$ cat config.mk
export PLATFORM = sky130hd
export DESIGN_NAME = word_field_accum
export DESIGN_NICKNAME = d
export VERILOG_FILES = /design/src/rtl/word_field_accum.sv
export SDC_FILE = /design/constraint.sdc
export NUM_CORES = 1
export LEC_CHECK = 0
export BUFFER_PORTS_ARGS = -buffer_cell sky130_fd_sc_hd__clkbuf_2
export CORE_AREA = 3 3 60 62
export CTS_BUF_LIST = sky130_fd_sc_hd__clkbuf_4 sky130_fd_sc_hd__clkbuf_8 sky130_fd_sc_hd__clkbuf_16
export CTS_CLUSTER_DIAMETER = 150
export DETAILED_ROUTE_END_ITERATION = 10
export DIE_AREA = 0 0 63 65
export PLACE_DENSITY = 0.8
export SYNTH_ARGS = -nofsm -noshare
export SYNTH_HDL_FRONTEND = slang
export SYNTH_SLANG_ARGS = --single-unit
$ cat constraint.sdc
create_clock -name clk -period 5.4 [get_ports clk]
set_clock_uncertainty 0.05 [all_clocks]
set_input_delay 0.27 -clock clk [delete_from_list [all_inputs] [get_ports clk]]
set_output_delay 0.27 -clock clk [all_outputs]
set_load 0.01 [all_outputs]
$ cat src/rtl/word_field_accum.sv
// word_field_accum
//   Collects ACC_LEN accepted 12-bit words into one result. Each word packs a
//   signed 8-bit field A [11:4] and an unsigned 4-bit field B [3:0]. Field A
//   is summed into a 12-bit signed accumulator that saturates. Any clamp sets
//   a sticky flag. Field B is ORed into a mask. The result is held until the
//   downstream handshake takes it.
//
// Ports
//   clk        in   sole clock, rising edge
//   rst_n      in   asynchronous active-low reset
//   clear      in   synchronous abort; drops partial or held result
//   in_word    in   {A[11:4] signed, B[3:0] unsigned}
//   in_valid   in   in_word valid
//   in_ready   out  block accepts in_word (collecting state)
//   out_sum    out  saturated signed sum of field A (always the accumulator)
//   out_mask   out  OR of field B over the batch
//   out_sat    out  saturation occurred during the batch
//   out_valid  out  result valid (holding state)
//   out_ready  in   downstream accepts result
module word_field_accum #(
    parameter int unsigned ACC_LEN = 4
) (
    input  logic        clk,
    input  logic        rst_n,
    input  logic        clear,
    input  logic [11:0] in_word,
    input  logic        in_valid,
    output logic        in_ready,
    output logic [11:0] out_sum,
    output logic [3:0]  out_mask,
    output logic        out_sat,
    output logic        out_valid,
    input  logic        out_ready
);

    typedef enum logic {ACCUM, HOLD} state_t;

    state_t      r_state;
    state_t      w_next_state;
    logic [11:0] r_acc;
    logic [3:0]  r_mask;
    logic        r_sat;
    logic [7:0]  r_cnt;

    logic        w_accept;
    logic        w_last;
    logic        w_release;
    logic [7:0]  w_a;
    logic [12:0] w_sum13;
    logic [11:0] w_sum_sat;
    logic        w_clamp;

    assign w_a       = in_word[11:4];
    assign w_accept  = in_valid & in_ready & ~clear;
    assign w_last    = (r_cnt == 8'(ACC_LEN - 1));
    assign w_release = (r_state == HOLD) & out_ready;

    // 13-bit sum of sign-extended operands; the top two bits disagree only
    // when the true result falls outside the 12-bit signed range.
    assign w_sum13 = {r_acc[11], r_acc} + {{5{w_a[7]}}, w_a};

    always_comb begin
        w_sum_sat = w_sum13[11:0];
        w_clamp   = 1'b0;
        if (w_sum13[12:11] == 2'b01) begin
            w_sum_sat = 12'h7FF;
            w_clamp   = 1'b1;
        end else if (w_sum13[12:11] == 2'b10) begin
            w_sum_sat = 12'h800;
            w_clamp   = 1'b1;
        end
    end

    // State register
    always_ff @(posedge clk or negedge rst_n) begin
        if (!rst_n) begin
            r_state <= ACCUM;
        end else begin
            r_state <= w_next_state;
        end
    end

    // Next-state logic; clear wins over every other event
    always_comb begin
        w_next_state = r_state;
        if (clear) begin
            w_next_state = ACCUM;
        end else begin
            case (r_state)
                ACCUM:   if (w_accept && w_last) w_next_state = HOLD;
                HOLD:    if (out_ready)          w_next_state = ACCUM;
                default: w_next_state = ACCUM;
            endcase
        end
    end

    // Outputs decoded from registered state only
    always_comb begin
        in_ready  = (r_state == ACCUM);
        out_valid = (r_state == HOLD);
    end

    // Datapath
    always_ff @(posedge clk or negedge rst_n) begin
        if (!rst_n) begin
            r_acc  <= '0;
            r_mask <= '0;
            r_sat  <= 1'b0;
            r_cnt  <= '0;
        end else if (clear || w_release) begin
            r_acc  <= '0;
            r_mask <= '0;
            r_sat  <= 1'b0;
            r_cnt  <= '0;
        end else if (w_accept) begin
            r_acc  <= w_sum_sat;
            r_mask <= r_mask | in_word[3:0];
            r_sat  <= r_sat | w_clamp;
            r_cnt  <= w_last ? 8'd0 : r_cnt + 8'd1;
        end
    end

    assign out_sum  = r_acc;
    assign out_mask = r_mask;
    assign out_sat  = r_sat;

endmodule

== Word level (Yosys, flattened, before mapping) ==
Index checks and enable logic that the tools add are counted.

* Flip-flop bits (word level): 26
* Input bits: 17
* Output and inout port bits: 19
* Logic and storage cells: 37

* Add/subtract/negate cells: 2
* Equality and inequality tests: 3
* Muxes and demuxes: 17
* Bitwise operators: 7
* Reductions and logical operators: 3

{| class="wikitable"
|+ Operators by type and width
! kind !! number
|-
| 2-to-1 mux 12 bit || 4
|-
| 2-to-1 mux 8 bit || 3
|-
| adder 12 x 8 -> 13 bit || 1
|-
| adder 8 x 1 -> 8 bit, second input constant || 1
|-
| == test 8 x 2 -> 1 bit, second input constant || 1
|-
| 2-to-1 mux 4 bit || 2
|-
| 2-to-1 mux 1 bit || 7
|-
| OR 4 bit || 1
|-
| AND 1 bit || 3
|-
| == test 2 x 1 -> 1 bit, second input constant || 1
|-
| == test 2 bit, second input constant || 1
|-
| inverter 1 bit || 2
|-
| case mux 1 bit (2 select lines) || 1
|-
| nonzero test 2 bit || 1
|-
| logical AND 1 bit || 1
|-
| logical OR 1 bit || 1
|-
| OR 1 bit || 1
|}

== Longest topological paths before layout ==
Gate-level depths: netlist of run 1.

* Depth after elaboration: 7
* Mapped depth: 13
* Gate-level depth less buffers: 13

== Worst setup path before layout of run 1 ==
No wires, ideal clock.

* Kind: register to register
* From: register r_acc[0], in the netlist out_sum[0]
* To: register r_acc[10], in the netlist out_sum[10]
* Library setup time: 0.062 ns
* Data arrival time: 3.010 ns
* Setup slack: 2.277 ns
* Cell stages (with the launch flop): 13
* Cells stage by stage: dfrtp_1 > ha_1 > inv_1 > fa_1 > nand3b_1 > a211oi_1 > or2_1 > a2111oi_4 > o32a_1 > ha_1 > or4_1 > a21boi_1 > a211o_2

* Word-level cells in the longest chain between the ends: 6

{| class="wikitable"
|+ Ends and longest elaborated chain
! element !! RTL line !! source
|-
| from (decl) || 40 || <nowiki>logic [11:0] r_acc;</nowiki>
|-
| from (signal assigned) || 116 || <nowiki>r_acc <= w_sum_sat;</nowiki>
|-
| adder 12 x 8 -> 13 bit * || 60 || <nowiki>assign w_sum13 = {r_acc[11], r_acc} + {{5{w_a[7]}}, w_a};</nowiki>
|-
| == test 2 bit || 68 || <nowiki>end else if (w_sum13[12:11] == 2'b10) begin</nowiki>
|-
| 2-to-1 mux 12 bit || 68 ||
|-
| 2-to-1 mux 12 bit * || 65 || <nowiki>if (w_sum13[12:11] == 2'b01) begin</nowiki>
|-
| 2-to-1 mux 12 bit * || 115 || <nowiki>end else if (w_accept) begin</nowiki>
|-
| 2-to-1 mux 12 bit * || 110 || <nowiki>end else if (clear || w_release) begin</nowiki>
|}

Every way passes the cells marked *; elsewhere a longest branch is shown, timed or not. The select of a mux whose other input is x is not followed.
A chain may end at the register's enable or synchronous reset.

== Worst setup path in the final report of run 1 ==
Ends and elaborated chain as after synthesis.

==> results.json, run 1 <==
{
  "status": "finished, final reports clean",
  "grt_pass1_wl_mm": 6.75,
  "ys_types": 49,
  "routabilityCongestion": 0.873,
  "finalSetupTns_ns": 0,
  "wl_per_cell_microns": 15.3,
  "yosysTopAreaCellShare": 0.368,
  "cts.hold.buffers_added": 1,
  "p_per_area_nw_per_um2": 467,
  "row_count": 20,
  "ir_worst_vdd_mv": 0.279,
  "crit_top_cell": "ha_1",
  "clock-sinks": 26,
  "postCtsSetupBuffers": 0,
  "finalCritPeriodShare": 0.611,
  "grt_pass1_vias": 1507,
  "core_area_sq_um": 3080,
  "cp_max_fo": 4,
  "whs_ns": 0.0972,
  "cts.path.max_buffers": 2,
  "max_cap_violations": 0,
  "ys_seq_area_frac": 0.368,
  "syn_avg_cell_area_sq_um": 9.65,
  "synthFlopType": "dfrtp_1",
  "syn_nets": 217,
  "synth.area.top_cells": "dfrtp_1 (37%), ha_1 (11%), xnor2_1 (5.0%)",
  "track_usage": 0.202,
  "final_util": 0.661,
  "path_delay_family": "simple AND/OR/NAND/NOR gates",
  "hpwl_mm": 3.04,
  "rsz0062_at_grt": "false",
  "start_kind": "flip-flop",
  "cp.required_ns": 5.64,
  "criticalPathCategory": "reg -> reg",
  "drt_iter0_drc": 108,
  "cellLeakagePower_nw": 0.985,
  "report.final.slew_viol_count": 0,
  "worstHoldPathCells": 2,
  "grt_overflow": 0,
  "die_h_microns": 65,
  "cpPeakStageDelay_ns": 0.53,
  "cts_root_buf": "clkbuf_4",
  "htreeDepth": 1,
  "final_nets": 254,
  "die_area_sq_um": 4100,
  "vias": 1551,
  "worst-path-stages": 12,
  "wl_mm": 4.03,
  "layout_common_cells": "clkbuf_2 (35), dfrtp_1 (26), nand2_1 (16), ha_1 (16), a21oi_1 (15)",
  "async_flop_share": 1.00,
  "yosys_warnings": 0,
  "cts_tree": "done",
  "antenna_found_initial": 0,
  "first_pass_iters": 4,
  "mostFrequentLayoutCell": "clkbuf_2",
  "cp_slowest_cell": "or4_1",
  "ioPinCount": 36,
  "post-place-ws_ns": 2.13,
  "hold_viol_final": 0,
  "ctsResizeCount": 0,
  "clkLatencyLatePin_ns": 0.33,
  "tightest_slew_ns": 0.987,
  "yosysTopAreaCell": "dfrtp_1",
  "drive_above_1_share": 0.210,
  "drtAntennaViolNets": 0,
  "crit_chain": "ha_1 -> inv_1 -> fa_1 -> nand3b_1 -> a211oi_1 -> or2_1 -> a2111oi_4 -> o32a_1 -> ha_1 -> or4_1 -> a21boi_1 -> a211o_2",
  "path_buf_inv": 1,
  "drc": 0,
  "min_period_ns": 3.30,
  "grt_max_degree": 27,
  "n_antenna_cell": 0,
  "synth_area_sq_um": 1770,
  "dp.cells": 258,
  "crit_arrival_ns": 3.54,
  "viasPerCell": 5.90,
  "setup_viol": 0,
  "synth_edf_count": 0,
  "path_clk_slew_ns": 0.15,
  "netlist_instances": 183,
  "rr_worst_depth": 12,
  "io_buffers": 35,
  "synth-seq-cells": 26,
  "cp-end-kind": "flip-flop",
  "hold_class": "in -> reg",
  "stdcell_count": 263,
  "max_freq_ghz": 0.303,
  "slew_headroom": 0.339,
  "die_w_microns": 63,
  "numCtsBuffers": 3,
  "initial_core_util": 0.574,
  "setup_ws_ns": 2.10,
  "syn2layout_area_growth_pct": 15.2
}
## Yosys cell counts, drive strengths merged (2+ instances only)
master and count:
a21o 4, dfrtp 26, nor2 14, nand2b 2, or4 2, o21ai 13, nand3 6, nor3 2
buf 2, a211oi 3, and3 2, xnor2 10, a221o 7, nand3b 2, nor2b 2, nand4 2
o31ai 3, a22o 2, nand2 16, ha 16, clkbuf 2, a21oi 16, xor2 4, inv 7
## metrics by stage
step,cell area [sq um],total power [mW]
after floorplan,1770,0.675
after global placement,1970,0.793
after detailed placement,1970,0.809
after CTS,2040,0.950
after global routing,2040,1.03
final,2040,0.950
## final timing paths
check	endpoint	start	slack [ns]
worst max-delay path	out_sum[10]	out_sum[0]	2.10
worst min-delay path	out_mask[1]	in_word[1]	0.1
worst max register to register	out_sum[10]	out_sum[0]	2.10
worst min register to register	out_sat	out_sat	0.47
max in group asynchronous	r_cnt[7]	rst_n	4.44
min in group asynchronous	r_cnt[1]	rst_n	0.43
## worst register-to-register path, delay by kind of cell, from the launching register on
kind                       cells  cell delay, ns
adders and majority gates      3            0.84
buffers and inverters          1            0.06
and+or+nand+nor                3            0.95
DFF                            1            0.40
AOI/OAI and AO/OA              5            0.95
## layer usage
| layer | GRT usage | wire [microns] | vias to the layer above |
|---|---|---|---|
| met5 | 0 | 0 | - |
| met4 | 0.0468 | 36 | 0 |
| met3 | 0.0295 | 112 | 6 |
| met2 | 0.354 | 1970 | 25 |
| met1 | 0.263 | 1910 | 771 |
| li1 | - | - | 749 |
## cell type report
type	count	area, sq um
fill	266	1040
sequential	26	651
multi-input combinational	146	1070
clock inverter	1	30.0
inverter	7	26.3
clock buffer	3	22.5
tap	44	55.1
timing repair buffer	36	185
## state kept, by name, summed over array words and instances (netlist names)
| signal | count |
|---|---|
| out_sum | 12 |
| out_sat | 1 |
| out_valid | 1 |
| r_cnt | 8 |
| out_mask | 4 |
## report_power, final
part           internal (mW)  switching (mW)  total, mW
logic                  0.239           0.295      0.534
clock network         0.0751          0.0621      0.137
registers              0.241          0.0384      0.279
## kinds of logic after synthesis
logic type | share of synthesized area
DFF | 0.368
AOI/OAI and AO/OA | 0.244
muxes | 0.00567
adders and majority gates | 0.125
and+or+nand+nor | 0.160
xor gates and xnor gates | 0.0694
buffers and inverters | 0.0283
(Power assumes the default switching activity.)
==> run 2, diff against run 1 <==
Settings changed: CORE_AREA 3 3 60 62 to 3 3 61 63, DIE_AREA 0 0 63 65 to 0 0 64 66, PLACE_DENSITY 0.8 to 0.78.
Clock period 5.4 ns to 3.2 ns, I/O delays scaled along.
==> results.json, run 2 (same netlist as run 1, synthesis figures left out) <==
{
  "drt_iter0_drc": 71,
  "crit_arrival_ns": 3.27,
  "fillers": 277,
  "cts_tree": "done",
  "setup_viol": 0,
  "p_switching_mw": 0.661,
  "rsz0062_at_grt": "false",
  "initial_core_util": 0.538,
  "wl_mm": 3.83,
  "p_int_mw": 0.989,
  "first_pass_iters": 4,
  "final_util": 0.649,
  "cts.path.max_buffers": 2,
  "finalSetupTns_ns": 0,
  "ioPinCount": 36,
  "grt_max_degree": 27,
  "hold_viol_final": 0,
  "clockPowerShare": 0.139,
  "start_kind": "flip-flop",
  "layout_common_cells": "clkbuf_2 (35), dfrtp_1 (26), nand2_1 (16)",
  "track_usage": 0.194,
  "whs_ns": 0.0175,
  "row_count": 21,
  "largest_reg_flops": 12,
  "syn2layout_area_growth_pct": 20.6,
  "antenna_found_initial": 0,
  "numCtsBuffers": 3,
  "drtAntennaViolNets": 0,
  "seqCellArea_sq_um": 651,
  "path_clk_slew_ns": 0.15,
  "criticalPathCategory": "reg -> reg",
  "final_nets": 264,
  "ir_worst_vdd_mv": 0.396,
  "hold_end": "out_mask[0]",
  "comb_power_share": 0.578,
  "cts_root_buf": "clkbuf_4",
  "grt.busiest_layer": "met2",
  "met2_usage": 0.311,
  "grt_use_met1": 0.267,
  "routabilityCongestion": 0.900,
  "cellLeakagePower_nw": 1.03,
  "path_buf_inv": 1,
  "p_per_area_nw_per_um2": 774,
  "cp_slowest_cell": "or4_1",
  "drc": 0,
  "cp-end-kind": "flip-flop",
  "grt_pass1_wl_mm": 6.51,
  "crit-reg2reg-launch": "out_sum[0]",
  "n_antenna_cell": 0,
  "mostFrequentLayoutCell": "clkbuf_2",
  "hpwl_mm": 2.78,
  "htreeDepth": 1,
  "hold_class": "in -> reg",
  "die_h_microns": 66,
  "pwr-share-seq": 0.283,
  "multi_input_area_sq_um": 1080,
  "tightest_slew_ns": 0.939,
  "post-route-cell-area_sq_um": 2130,
  "grt_pass1_vias": 1457,
  "finalCritPeriodShare": 0.952,
  "rr_endpoint": "out_sum[10]",
  "cpPeakStageDelay_ns": 0.51,
  "rr_worst_depth": 12,
  "use_met3": 0.0238,
  "worstHoldPathCells": 3,
  "drive_above_1_share": 0.253,
  "clkLatencyLatePin_ns": 0.33,
  "cp_max_fo": 3,
  "clock-sinks": 26,
  "wl_per_cell_microns": 13.9,
  "report.final.slew_viol_count": 0,
  "min_period_ns": 3.05,
  "viasPerCell": 5.59,
  "die_area_sq_um": 4220,
  "path_delay_family": "simple AND/OR/NAND/NOR gates",
  "max_cap_violations": 0,
  "crit_chain": "ha_2 -> inv_1 -> fa_2 -> nand3b_1 -> a211oi_2 -> or2_4 -> a2111oi_4 -> o32a_1 -> ha_1 -> or4_1 -> a21boi_1 -> a211o_2",
  "holdCritStartpoint": "in_word[0]",
  "cp.required_ns": 3.42,
  "status": "finished, final reports clean",
  "io_buffers": 35,
  "switching_share": 0.401,
  "die_w_microns": 64,
  "vias": 1536,
  "reg2reg_slack_ns": 0.15,
  "placed_area_sq_um": 2010,
  "core_area_sq_um": 3280,
  "slew_headroom": 0.371,
  "finalPower_mw": 1.65,
  "grt_overflow": 0,
  "max_freq_ghz": 0.328
}
run 2: power groups by stage:
stage | clock (mW) | sequential [mW] | combinational [mW]
after global placement | 0 | 0.472 | 0.912
final | 0.229 | 0.468 | 0.953
after CTS | 0.238 | 0.467 | 0.928
after floorplan | 0 | 0.500 | 0.638
after global routing | 0.254 | 0.480 | 1.06
after detailed placement | 0 | 0.474 | 0.919
run 2: per-stage QoR:
stage | worst slack (ns) | std cells
after floorplan | 0.0771 | 183
after global placement | 0.121 | 265
after detailed placement | 0.0710 | 265
after CTS | 0.00205 | 272
after global routing | 0.00210 | 275
final | 0.154 | 275
run 2: area by class of cell:
type / instances / area share
multi-input cells: 146 / 0.506
flip-flops and latches: 26 / 0.305
repair buffers: 46 / 0.124
well taps: 46 / 0.0270
clock inverters: 1 / 0.0141
inverters: 7 / 0.0123
clock buffers: 3 / 0.0106
run 2: worst max-delay path by stage:
stage               start     endpoint  slack, ns  cells after the start
2_1_floorplan  out_sum[0]  out_sum[10]       0.08                     12
3_3_place_gp   out_sum[0]  out_sum[10]       0.12                     12
3_5_place_dp   out_sum[0]  out_sum[10]       0.07                     12
4_1_cts        out_sum[0]  out_sum[10]      0.002                     12
5_1_grt        out_sum[0]  out_sum[10]      0.002                     12
6_report       out_sum[0]  out_sum[10]       0.15                     12
run 2: repair_timing:
action                                  CTS  global route
endpoints found under the setup margin    1            10
pin swaps                                 1             5
hold buffers                              3             0
gates resized for setup                   0             4
setup buffers                             0             3
hold endpoints to repair                 28             0
run 2: worst reg2reg max path, delay by kind of cell, from the launching register on:
kind | cells | cell delay, ns
compound gates | 5 | 0.87
simple gates | 3 | 0.89
buf+inv | 1 | 0.06
fa+ha+maj | 3 | 0.73
flops | 1 | 0.40
run 2: metal layers:
| metal | up-vias | share of wire |
|---|---|---|
| met5 | - | 0 |
| met4 | 0 | 0.016 |
| met3 | 8 | 0.033 |
| met2 | 34 | 0.46 |
| met1 | 724 | 0.49 |
| li1 | 770 | - |
==> run 3, diff against run 2 <==
==> constraint.sdc (replaced) <==
create_clock -name clk -period 3.2 [get_ports clk]
set_clock_uncertainty 0.05 [all_clocks]
set_input_delay 0 -clock clk [delete_from_list [all_inputs] [get_ports clk]]
set_output_delay 0 -clock clk [all_outputs]
set_load 0.01 [all_outputs]
==> results.json, run 3 (same netlist as run 1, synthesis figures left out) <==
{
  "status": "finished, final reports clean",
  "max_cap_violations": 0,
  "row_count": 21,
  "cp.required_ns": 3.42,
  "cellLeakagePower_nw": 1.08,
  "clockPowerShare": 0.136,
  "ioPinCount": 36,
  "drc": 0,
  "grt_overflow": 0,
  "vias": 1627,
  "htreeDepth": 1,
  "crit_chain": "ha_2 -> inv_1 -> fa_2 -> nand3b_1 -> a211oi_2 -> or2_1 -> a2111oi_4 -> o32a_1 -> ha_2 -> or4_1 -> a21boi_1 -> a211o_2",
  "hold_viol_final": 0,
  "wl_mm": 4.13,
  "path_delay_family": "compound AO/OA/AOI/OAI gates",
  "viasPerCell": 5.71,
  "grt_pass1_wl_mm": 7.00,
  "pwr-share-seq": 0.278,
  "n_antenna_cell": 0,
  "finalCritPeriodShare": 0.970,
  "criticalPathCategory": "reg -> reg",
  "ir_worst_vdd_mv": 0.396,
  "finalSetupTns_ns": 0,
  "fillers": 250,
  "rsz0062_at_grt": "false",
  "p_switching_mw": 0.682,
  "cp_max_fo": 3,
  "slew_headroom": 0.377,
  "layout_common_cells": "clkbuf_2 (35), dfrtp_1 (26), nand2_1 (16)",
  "drt_iter0_drc": 104,
  "cts_root_buf": "clkbuf_4",
  "p_int_mw": 1.00,
  "max_freq_ghz": 0.322,
  "report.final.slew_viol_count": 0,
  "core_area_sq_um": 3280,
  "final_nets": 274,
  "clkLatencyLatePin_ns": 0.32,
  "clock-sinks": 26,
  "drive_above_1_share": 0.251,
  "syn2layout_area_growth_pct": 26.0,
  "min_period_ns": 3.10,
  "tightest_slew_ns": 0.931,
  "numCtsBuffers": 3,
  "finalPower_mw": 1.68,
  "path_clk_slew_ns": 0.15,
  "drtAntennaViolNets": 0,
  "die_w_microns": 64,
  "largest_reg_flops": 12,
  "initial_core_util": 0.538,
  "first_pass_iters": 4,
  "antenna_found_initial": 0,
  "hold_class": "in -> reg",
  "die_area_sq_um": 4220,
  "wl_per_cell_microns": 14.5,
  "cts.path.max_buffers": 2,
  "cp_slowest_cell": "or4_1",
  "grt_pass1_vias": 1539,
  "cp-end-kind": "flip-flop",
  "crit_arrival_ns": 3.33,
  "cpPeakStageDelay_ns": 0.51,
  "p_per_area_nw_per_um2": 756,
  "die_h_microns": 66,
  "hpwl_mm": 2.89,
  "routabilityCongestion": 0.896,
  "cts_tree": "done",
  "crit_top_cell": "ha_2",
  "mostFrequentLayoutCell": "clkbuf_2",
  "io_buffers": 35,
  "setup_viol": 0,
  "comb_power_share": 0.586,
  "start_kind": "flip-flop",
  "grt_max_degree": 27,
  "stdcell_count": 285,
  "path_buf_inv": 1,
  "track_usage": 0.209,
  "switching_share": 0.405,
  "dp.cells": 264
}
run 3: repair_timing:
item | in CTS | in global routing
pin swaps | 1 | 5
resized for setup | 1 | 3
endpoints found under the setup margin | 1 | 1
buffers inserted | 1 | 5
hold endpoints to repair | 33 | 0
hold buffers | 11 | 0
run 3: stage by stage:
step	worst slack, ns	hold WS (ns)	instance area [sq um]	util
after detailed placement	0.0102	0.0175	2010	0.611
after floorplan	0.0771	-0.346	1770	-
final	0.0955	0.0961	2230	0.678
after CTS	0.0314	0.0799	2180	0.664
after global routing	0.00633	0.0933	2230	0.678
after global placement	0.0771	0.0190	2010	0.611
run 3: layout make-up:
class	count	area (sq um)	share of cell area
clock inverters	1	30.0	0.0135
inverters	7	26.3	0.0118
flip-flops and latches	26	651	0.292
clock buffers	3	22.5	0.0101
repair buffers	56	360	0.162
multi-input cells	146	1080	0.485
well taps	46	57.6	0.0259
run 3: per-layer routing:
layer / share of wire / wire length [microns] / GRT usage
met5: 0 / 0 / 0
met4: 0.015 / 62 / 0.0916
met3: 0.056 / 233 / 0.0272
met2: 0.49 / 2040 / 0.342
met1: 0.43 / 1800 / 0.277
run 3: final timing paths:
check                                 from          end  slack, ns  cells after the start
worst min register to register     out_sat      out_sat       0.47                      2
worst max register to register  out_sum[0]  out_sum[10]        0.1                     12
worst min-delay path            in_word[4]   out_sum[0]        0.1                      4
max in group asynchronous            rst_n  out_sum[10]       2.51                      2
min in group asynchronous            rst_n   out_sum[8]       0.16                      2
worst max-delay path            out_sum[0]  out_sum[10]        0.1                     12
run 3: worst register-to-register path, cell delays in order, from the launching register on:
cell and delay (ns):
dfrtp_1 0.41, ha_2 0.20, inv_1 0.06, fa_2 0.33, nand3b_1 0.20, a211oi_2 0.27
or2_1 0.19, a2111oi_4 0.06, o32a_1 0.31, ha_2 0.18, or4_1 0.51, a21boi_1 0.17
a211o_2 0.11
run 3: power by group through the flow:
stage                     clock network (mW)  logic (mW)  registers (mW)
after global routing                   0.255        1.09           0.480
after detailed placement                   0       0.913           0.474
final                                  0.229       0.987           0.468
after floorplan                            0       0.638           0.500
after CTS                              0.239       0.945           0.468
after global placement                     0       0.900           0.471
